## src/rtl/ps2_kbd_pkg.sv

```systemverilog
// Shared types and Set-2 scan-code constants for the PS/2 keyboard decoder.
// Event layout, prefix/LED state encodings and modifier held-bit indices.
package ps2_kbd_pkg;

  typedef enum logic [2:0] {
    S_IDLE,
    S_EXT,
    S_BRK,
    S_EXT_BRK,
    S_PAUSE
  } pfx_st_e;

  typedef enum logic [2:0] {
    L_IDLE,
    L_CMD,
    L_WACK1,
    L_DATA,
    L_WACK2
  } led_st_e;

  typedef struct packed {
    logic       brk;
    logic       ext;
    logic       caps;
    logic       num;
    logic       alt;
    logic       ctrl;
    logic       shift;
    logic       rsvd;
    logic [7:0] code;
  } kbd_ev_t;

  localparam logic [7:0] SC_EXT     = 8'hE0;
  localparam logic [7:0] SC_BRK     = 8'hF0;
  localparam logic [7:0] SC_PAUSE   = 8'hE1;
  localparam logic [7:0] SC_SHIFT_L = 8'h12;
  localparam logic [7:0] SC_SHIFT_R = 8'h59;
  localparam logic [7:0] SC_CTRL    = 8'h14;
  localparam logic [7:0] SC_ALT     = 8'h11;
  localparam logic [7:0] SC_CAPS    = 8'h58;
  localparam logic [7:0] SC_NUM     = 8'h77;
  localparam logic [7:0] SC_SCRL    = 8'h7E;
  localparam logic [7:0] SC_BAT     = 8'hAA;
  localparam logic [7:0] SC_ACK     = 8'hFA;
  localparam logic [7:0] SC_RESEND  = 8'hFE;
  localparam logic [7:0] SC_ECHO    = 8'hEE;
  localparam logic [7:0] SC_ERR0    = 8'h00;
  localparam logic [7:0] SC_ERR1    = 8'hFF;
  localparam logic [7:0] SC_LED     = 8'hED;

  localparam int H_LSHIFT = 0;
  localparam int H_RSHIFT = 1;
  localparam int H_LCTRL  = 2;
  localparam int H_RCTRL  = 3;
  localparam int H_LALT   = 4;
  localparam int H_RALT   = 5;
  localparam int H_CAPS   = 6;
  localparam int H_NUM    = 7;
  localparam int H_SCRL   = 8;

  function automatic logic is_ctl(input logic [7:0] b);
    return b inside {SC_BAT, SC_ACK, SC_RESEND,
                     SC_ECHO, SC_ERR0, SC_ERR1};
  endfunction

endpackage

```

## src/rtl/ps2_kbd_scan_decoder_fifo.sv

```systemverilog
// Event FIFO with a registered head word; a pop and a push may
// share a cycle even when full, the pop freeing the slot first.
module ps2_evt_fifo
  import ps2_kbd_pkg::*;
#(
  parameter int pDepth = 16
) (
  input  logic    clk_i,
  input  logic    rst_i,
  input  logic    push_i,
  input  kbd_ev_t dat_i,
  input  logic    pop_i,
  output logic    valid_o,
  output kbd_ev_t dat_o,
  output logic    drop_o
);

  localparam int AW = $clog2(pDepth);
  localparam int CW = AW + 1;
  localparam logic [CW-1:0] FULL_C = CW'(pDepth);

  kbd_ev_t         mem_q [pDepth];
  kbd_ev_t         dat_q, dat_d;
  logic [AW-1:0]   rd_q, rd_d;
  logic [AW-1:0]   wr_q, wr_d;
  logic [CW-1:0]   cnt_q, cnt_d;
  logic            push_ok, pop_ok;

  always_comb begin
    pop_ok  = pop_i && (cnt_q != '0);
    push_ok = push_i && ((cnt_q != FULL_C) || pop_ok);
    drop_o  = push_i && !push_ok;
    rd_d    = pop_ok  ? rd_q + AW'(1) : rd_q;
    wr_d    = push_ok ? wr_q + AW'(1) : wr_q;
    cnt_d   = cnt_q;
    if (push_ok && !pop_ok)
      cnt_d = cnt_q + CW'(1);
    else if (!push_ok && pop_ok)
      cnt_d = cnt_q - CW'(1);
    // Head comes from the bypass when the queue drains to empty this cycle.
    dat_d = dat_q;
    if (push_ok && ((cnt_q == '0) ||
        ((cnt_q == CW'(1)) && pop_ok)))
      dat_d = dat_i;
    else if (pop_ok && (cnt_q > CW'(1)))
      dat_d = mem_q[rd_d];
  end

  always_ff @(posedge clk_i) begin
    if (push_ok)
      mem_q[wr_q] <= dat_i;
  end

  always_ff @(posedge clk_i) begin
    if (rst_i) begin
      rd_q  <= '0;
      wr_q  <= '0;
      cnt_q <= '0;
      dat_q <= '0;
    end else begin
      rd_q  <= rd_d;
      wr_q  <= wr_d;
      cnt_q <= cnt_d;
      dat_q <= dat_d;
    end
  end

  assign valid_o = (cnt_q != '0);
  assign dat_o   = dat_q;

endmodule

```

## src/rtl/ps2_kbd_scan_decoder.sv

```systemverilog
// PS/2 Set-2 scan-code decoder: prefix stripping, modifiers, event FIFO.
// Define KBD_DEC_LOCK_EN for lock-key tracking and the keyboard LED sequencer.
module ps2_kbd_scan_decoder
  import ps2_kbd_pkg::*;
#(
  parameter int pFifoDepth = 16,
  parameter int pPauseLen  = 7
) (
  input  logic        clk_i,
  input  logic        rst_i,
  input  logic        rx_stb_i,
  input  logic [7:0]  rx_dat_i,
  input  logic        rx_perr_i,
  output logic        ev_valid_o,
  output logic [15:0] ev_dat_o,
  input  logic        ev_pop_i,
  input  logic        clr_i,
  output logic        ovf_o,
  output logic        perr_o,
  output logic        bat_o,
  output logic        ack_o,
  output logic        tx_req_o,
  output logic [7:0]  tx_dat_o,
  input  logic        tx_done_i
);

  localparam int PW = $clog2(pPauseLen + 1);

  pfx_st_e       st_q, st_d;
  logic [PW-1:0] cnt_q, cnt_d;
  logic [8:0]    held_q, held_d;
  logic [2:0]    lock_q, lock_d;
  logic          ovf_q, ovf_d;
  logic          perr_q, perr_d;
  logic          bat_q, bat_d;
  logic          ack_q, ack_d;

  logic          ok_stb, fa_v;
  logic          key_v, brk_v, ext_v, push_v;
  logic [2:0]    tgl_v;
  logic [7:0]    code_v;
  kbd_ev_t       ev_v, fifo_dat;
  logic          fifo_drop;
  logic          unused_ok;

  assign ok_stb = rx_stb_i && !rx_perr_i;
  assign fa_v   = ok_stb && (rx_dat_i == SC_ACK);

  always_comb begin
    st_d   = st_q;
    cnt_d  = cnt_q;
    held_d = held_q;
    lock_d = lock_q;
    key_v  = 1'b0;
    brk_v  = 1'b0;
    ext_v  = 1'b0;
    push_v = 1'b0;
    tgl_v  = 3'b000;
    code_v = rx_dat_i;
    if (rx_stb_i && rx_perr_i) begin
      st_d = S_IDLE;
    end else if (ok_stb && !is_ctl(rx_dat_i)) begin
      unique case (st_q)
        S_IDLE: begin
          unique case (1'b1)
            rx_dat_i == SC_EXT: st_d = S_EXT;
            rx_dat_i == SC_BRK: st_d = S_BRK;
            rx_dat_i == SC_PAUSE: begin
              st_d  = S_PAUSE;
              cnt_d = PW'(pPauseLen);
            end
            default: key_v = 1'b1;
          endcase
        end
        S_EXT: begin
          if (rx_dat_i == SC_BRK) begin
            st_d = S_EXT_BRK;
          end else if (rx_dat_i != SC_EXT) begin
            key_v = 1'b1;
            ext_v = 1'b1;
            st_d  = S_IDLE;
          end
        end
        S_BRK: begin
          key_v = 1'b1;
          brk_v = 1'b1;
          st_d  = S_IDLE;
        end
        S_EXT_BRK: begin
          key_v = 1'b1;
          brk_v = 1'b1;
          ext_v = 1'b1;
          st_d  = S_IDLE;
        end
        S_PAUSE: begin
          cnt_d = cnt_q - PW'(1);
          if (cnt_q == PW'(1)) begin
            push_v = 1'b1;
            ext_v  = 1'b1;
            code_v = SC_NUM;
            st_d   = S_IDLE;
          end
        end
        default: st_d = S_IDLE;
      endcase
    end
    // Extended 12/59 is the fake shift some keys wrap themselves in.
    if (key_v && !(ext_v && (rx_dat_i == SC_SHIFT_L ||
                             rx_dat_i == SC_SHIFT_R))) begin
      push_v = 1'b1;
      unique case (1'b1)
        rx_dat_i == SC_SHIFT_L:
          held_d[H_LSHIFT] = !brk_v;
        rx_dat_i == SC_SHIFT_R:
          held_d[H_RSHIFT] = !brk_v;
        rx_dat_i == SC_CTRL && !ext_v:
          held_d[H_LCTRL] = !brk_v;
        rx_dat_i == SC_CTRL && ext_v:
          held_d[H_RCTRL] = !brk_v;
        rx_dat_i == SC_ALT && !ext_v:
          held_d[H_LALT] = !brk_v;
        rx_dat_i == SC_ALT && ext_v:
          held_d[H_RALT] = !brk_v;
        rx_dat_i == SC_CAPS && !ext_v: begin
          tgl_v[2] = !brk_v && !held_q[H_CAPS];
          held_d[H_CAPS] = !brk_v;
        end
        rx_dat_i == SC_NUM && !ext_v: begin
          tgl_v[1] = !brk_v && !held_q[H_NUM];
          held_d[H_NUM] = !brk_v;
        end
        rx_dat_i == SC_SCRL && !ext_v: begin
          tgl_v[0] = !brk_v && !held_q[H_SCRL];
          held_d[H_SCRL] = !brk_v;
        end
        default: ;
      endcase
    end
`ifdef KBD_DEC_LOCK_EN
    lock_d = lock_q ^ tgl_v;
`endif
    ev_v.brk   = brk_v;
    ev_v.ext   = ext_v;
    ev_v.caps  = lock_d[2];
    ev_v.num   = lock_d[1];
    ev_v.alt   = held_d[H_LALT] | held_d[H_RALT];
    ev_v.ctrl  = held_d[H_LCTRL] | held_d[H_RCTRL];
    ev_v.shift = held_d[H_LSHIFT] | held_d[H_RSHIFT];
    ev_v.rsvd  = 1'b0;
    ev_v.code  = code_v;
  end

  always_comb begin
    ovf_d  = clr_i ? 1'b0 : (ovf_q | fifo_drop);
    perr_d = clr_i ? 1'b0 : (perr_q | (rx_stb_i & rx_perr_i));
    bat_d  = clr_i ? 1'b0 :
             (bat_q | (ok_stb & (rx_dat_i == SC_BAT)));
    ack_d  = fa_v;
  end

  ps2_evt_fifo #(
    .pDepth (pFifoDepth)
  ) u_fifo (
    .clk_i   (clk_i),
    .rst_i   (rst_i),
    .push_i  (push_v),
    .dat_i   (ev_v),
    .pop_i   (ev_pop_i),
    .valid_o (ev_valid_o),
    .dat_o   (fifo_dat),
    .drop_o  (fifo_drop)
  );

  always_ff @(posedge clk_i) begin
    if (rst_i) begin
      st_q   <= S_IDLE;
      cnt_q  <= '0;
      held_q <= '0;
      lock_q <= '0;
      ovf_q  <= 1'b0;
      perr_q <= 1'b0;
      bat_q  <= 1'b0;
      ack_q  <= 1'b0;
    end else begin
      st_q   <= st_d;
      cnt_q  <= cnt_d;
      held_q <= held_d;
      lock_q <= lock_d;
      ovf_q  <= ovf_d;
      perr_q <= perr_d;
      bat_q  <= bat_d;
      ack_q  <= ack_d;
    end
  end

  assign ev_dat_o = fifo_dat;
  assign ovf_o    = ovf_q;
  assign perr_o   = perr_q;
  assign bat_o    = bat_q;
  assign ack_o    = ack_q;

`ifdef KBD_DEC_LOCK_EN
  led_st_e led_q, led_d;
  logic    pend_q, pend_d;
  logic    fe_v, tgl_any;

  assign fe_v    = ok_stb && (rx_dat_i == SC_RESEND);
  assign tgl_any = |tgl_v;

  always_comb begin
    led_d    = led_q;
    pend_d   = pend_q;
    tx_req_o = 1'b0;
    tx_dat_o = 8'h00;
    if (tgl_any && (led_q != L_IDLE))
      pend_d = 1'b1;
    unique case (led_q)
      L_IDLE: begin
        if (tgl_any || pend_q) begin
          led_d  = L_CMD;
          pend_d = 1'b0;
        end
      end
      L_CMD: begin
        tx_req_o = 1'b1;
        tx_dat_o = SC_LED;
        if (tx_done_i) led_d = L_WACK1;
      end
      L_WACK1: begin
        if (fa_v)      led_d = L_DATA;
        else if (fe_v) led_d = L_CMD;
      end
      L_DATA: begin
        tx_req_o = 1'b1;
        tx_dat_o = {5'b0, lock_q};
        if (tx_done_i) led_d = L_WACK2;
      end
      L_WACK2: begin
        if (fa_v)      led_d = L_IDLE;
        else if (fe_v) led_d = L_DATA;
      end
      default: led_d = L_IDLE;
    endcase
  end

  always_ff @(posedge clk_i) begin
    if (rst_i) begin
      led_q  <= L_IDLE;
      pend_q <= 1'b0;
    end else begin
      led_q  <= led_d;
      pend_q <= pend_d;
    end
  end
`else
  assign tx_req_o = 1'b0;
  assign tx_dat_o = 8'h00;
`endif

  assign unused_ok = ^{tx_done_i, lock_q[0], tgl_v};

endmodule
```

## config.mk

```make
export PLATFORM = sky130hd
export DESIGN_NAME = ps2_kbd_scan_decoder
export DESIGN_NICKNAME = d
export VERILOG_FILES = /design/src/rtl/ps2_kbd_pkg.sv /design/src/rtl/ps2_kbd_scan_decoder_fifo.sv /design/src/rtl/ps2_kbd_scan_decoder.sv
export SDC_FILE = /design/constraint.sdc
export NUM_CORES = 1
export LEC_CHECK = 0
export ABC_AREA = 1
export ABC_CLOCK_PERIOD_IN_PS = 2400
export CORE_ASPECT_RATIO = 2
export CORE_UTILIZATION = 55
export DETAILED_ROUTE_END_ITERATION = 6
export HOLD_SLACK_MARGIN = 0.08
export PLACE_DENSITY = 0.83
export RECOVER_POWER = 100
export SLEW_MARGIN = 20
export SYNTH_ARGS = -nofsm -noshare
export SYNTH_HDL_FRONTEND = slang
export SYNTH_SLANG_ARGS = --single-unit
```

## constraint.sdc

```tcl
create_clock -name clk_i -period 2.4 [get_ports clk_i]
set_input_delay 0.36 -clock clk_i [delete_from_list [all_inputs] [get_ports clk_i]]
set_output_delay 0.36 -clock clk_i [all_outputs]
set_load 0.05 [all_outputs]
```

==> impl_summary.md, run 1 <==
STA
The smallest setup slack after layout is 0.04673 ns. The final max-slew violation count came to 0. The transition at the pin with the smallest max-transition slack is 1.110 ns. Setup repair after global routing could not meet its margin everywhere. The final worst clock skew is 0.01496 ns. In this run the tightest slew margin relative to its limit is 26.00%. In the finished design, the share of the clock period the worst path needs comes to 98.05%. In the final timing run, aggregate negative setup slack is 0 ns.

The tightest hold path in the finished design has a slack of 0.4140 ns. The count of endpoints failing setup in the final report is 0. The peak clock frequency supported by timing is 0.4249 GHz. The count of final hold-check violations was 0.

The minimum clock period is 2.353 ns.

Status
The flow ran to the end, and the final reports show no timing, DRC or antenna violations.

Synth
Yosys printed 0 warnings. The share of flip-flops with an asynchronous set or reset is 0%. The fraction of the yosys area taken by sequential cells is 60.10%.

For this run, the leading register cell type out of synthesis is edfxtp_1. Summed over all instances, the cell type with the most area after synthesis is edfxtp_1. The area share of the largest cell type after synthesis is 52.97%.

After technology mapping, the gate count stands at 1214. Ranked by total cell area, the synthesized netlist is headed by edfxtp_1, nand3_1, nand2_1. Sorting the synthesized cells by how often they occur yields nand2_1, nand3_1, edfxtp_1.

The number of flops mapped to enable cells by yosys is 208. The post-synthesis sequential element count is 250. The post-synthesis average cell area is 9.714 µm². The most common cell in the synthesized netlist is nand2_1.

The synthesized netlist contains 37 unique library cells. In this run the cell area of the synthesized design comes to 11790 µm².

Global route
The wire length of the first global-routing pass is 50.14 mm. The number of global-route vias before repair is 9739. The initial antenna violation count is 0. The maximum number of pins on one net before global-route repair is 57. The all-layer global routing usage is 30.13%. The remaining global-route overflow is 0.

Place
Before CTS, the worst setup slack after placement is -0.6588 ns. The number of buffers added on ports is 31. The placer congestion estimate is 1.036. Detailed placement ended at an HPWL of 21.66 mm. The placed instances occupy a cell area of 13270 µm².

After detailed placement, the design holds a cell count of 1580.

Setup path
For the worst setup path, the data arrival time is 2.58 ns. At the worst endpoint, the required time is 2.63 ns. The worst setup path is captured at a flip-flop. The worst setup path is launched from an input port. The type of the worst setup path is in -> reg. The highest net fanout along the worst path is 13. The worst register-to-register path has a depth of 12.

Power and ir drop
The power per cell area is 1057 nW/µm². Summing internal, switching and leakage power gives 15.10 mW. The static leakage is 5.998 nW. VDD sags by at most 1341 µV. The sequential share of power is 32.8%. Combinational cells account for 43.1% of the total power. The switching fraction of total power is 39.31%. The internal portion of the total power is 9.164 mW. The clock power share is 24.1%. The switching power total is 5.937 mW.

Routing
In this run the remaining antenna-violating nets after routing total 0. The DRC violation count after routing is 0. Dividing the detail-routed via count by the number of cells gives 5.883. The wire length per cell is 20.47 µm.

The pre-antenna-repair detailed-routing pass consisted of 6 iterations. After detailed routing, the total wire length is 33.18 mm. The detailed router's first-iteration violation count is 982. The total number of vias is 9537.

Floorplanning
The initial utilization of the core area, before any placement, comes to 56.10%. The height of the die is 209.1 µm. The die width is 105.5 µm.

The top-level port count is 45. The die area is 22070 µm². In this run the standard cell core region covers 21020 µm². The initialized floorplan defines 75 standard-cell rows.

Finish
The area growth from synthesis to layout is 21.16%. The design area is 14290 µm². 0 antenna diodes ended up in the layout. The net count of the finished layout is 1364. The final standard cell count with taps included and fillers excluded is 1621. The end-of-flow core utilization is 67.97%. Cells with a size suffix above 1 make up 17.23% of the layout.

Job
The number of max-cap violations is 0.

Min path
The instance count along the most critical hold path is 2. The path type of the worst min-delay path is in -> reg.

Clock network
The clock reaches the later pin of the worst-skew pair after 0.53 ns. The clock input transition at the sequential cells of the worst setup and hold paths is 0.07 ns. The master cell of the clock root buffer is clkbuf_16.

The clock drives 250 sinks. The number of buffers created by CTS is 20. The number of hold buffers added after CTS was 0.

TritonCTS built the clock tree. In this run the deepest clock path goes through 3 buffers. The H-tree depth is 1.
==> registers in the layout, indices dropped and copies added (netlist names) <==
register and count:
u_fifo.wr_q 4, bat_o 1, held_q 6, perr_o 1, ack_o 1, st_q 3
u_fifo.rd_q 4, u_fifo.dat_o 13, cnt_q 3, u_fifo.mem_q 208, ovf_o 1, u_fifo.cnt_q 5
==> final cells by class <==
class | instances | area, µm²
clock buffers | 23 | 543.0
well taps | 269 | 336.6
clock inverters | 13 | 176.4
multi-input cells | 733 | 3875
repair buffers | 161 | 1613
flip-flops and latches | 250 | 7091
fillers | 1398 | 6733
inverters | 172 | 653.1
==> layer usage <==
layer | track usage, % | share of wire (%) | wire, µm | vias to the layer above
li1 | - | - | - | 4289
met1 | 29.82 | 31 | 10200 | 4450
met2 | 54.63 | 53 | 17590 | 594
met3 | 4.117 | 7.1 | 2342 | 204
met4 | 25.34 | 9.2 | 3043 | 0
met5 | 0 | 0 | 0 | -
==> timing repair <==
action / 4_1_cts / 5_1_grt
setup buffers: 1 / 2
gates cloned: 0 / 2
gates resized for setup: 7 / 61
setup endpoints to repair: 46 / 252
pin swaps: 1 / 6
==> path summary, 6_finish.rpt <==
check | from | to | slack [ns]
min reg2reg | bat_o | bat_o | 0.48
max reg2reg | st_q[2] | u_fifo.mem_q[6][12] | 0.05
min | clr_i | ovf_o | 0.41
max | rx_dat_i[4] | u_fifo.mem_q[6][12] | 0.05
==> critical path, stage by stage <==
cell and delay (ns):
clkdlybuf4s50_1 0.52, inv_2 0.06, nand2_1 0.08, nor2_1 0.06
nand2_1 0.10, nand3_2 0.10, nor2_4 0.18, nand2_1 0.09
inv_1 0.07, nand2_2 0.06, nand2_2 0.07, nand2_2 0.09
inv_6 0.12, nand2_1 0.20, nor2_1 0.19, buf_6 0.20
==> cells in the final DEF, fill, tap and decap left out, types with 3 or more instances in the layout <==
cell type          n
nor2_2            21
buf_12            17
dfxtp_1           39
nor2_4             4
nand3b_1          89
conb_1            12
ha_1               9
nand2_1          252
a21oi_1           18
nand3_2            4
edfxtp_1         208
clkinv_2           4
clkbuf_16         23
buf_4            101
inv_1            159
o21ai_0           10
inv_2             11
nand2_8            3
nand4_1            8
dlymetal6s2s_1     6
nand2_2           11
buf_6              8
nor3_1            10
bufinv_16          4
nand3_1          230
clkdlybuf4s50_1   23
dfxtp_2            3
nor2_1            32
==> logic make-up after synthesis <==
family          synth area share (%)
simple gates                   27.52
fa+ha+maj                      1.167
buf+inv                        8.828
other cells                  0.03180
xor+xnor                      0.5943
flops                          60.10
compound gates                 1.761
==> power groups by stage <==
| stage | combinational [mW] | clock [mW] | sequential (mW) |
|---|---|---|---|
| 2_1_floorplan | 3.72 | 0 | 5.24 |
| 3_3_place_gp | 5.67 | 0 | 5.03 |
| 3_5_place_dp | 5.82 | 0 | 5.04 |
| 4_1_cts | 5.94 | 3.64 | 4.94 |
| 5_1_grt | 6.97 | 3.79 | 4.96 |
| 6_report | 6.51 | 3.64 | 4.95 |
No activity file was read; power rests on OpenSTA's default activity.
==> inputs of run 2 (changes only) <==
--- a/config.mk
+++ b/config.mk
@@ -7,6 +7,7 @@
 export LEC_CHECK = 0
 export ABC_AREA = 1
 export ABC_CLOCK_PERIOD_IN_PS = 2400
+export CAP_MARGIN = 20
 export CORE_ASPECT_RATIO = 2
 export CORE_UTILIZATION = 55
 export DETAILED_ROUTE_END_ITERATION = 6
==> results of run 2 <==
The final DEF is identical to that of run 1; final timing and power are the same.
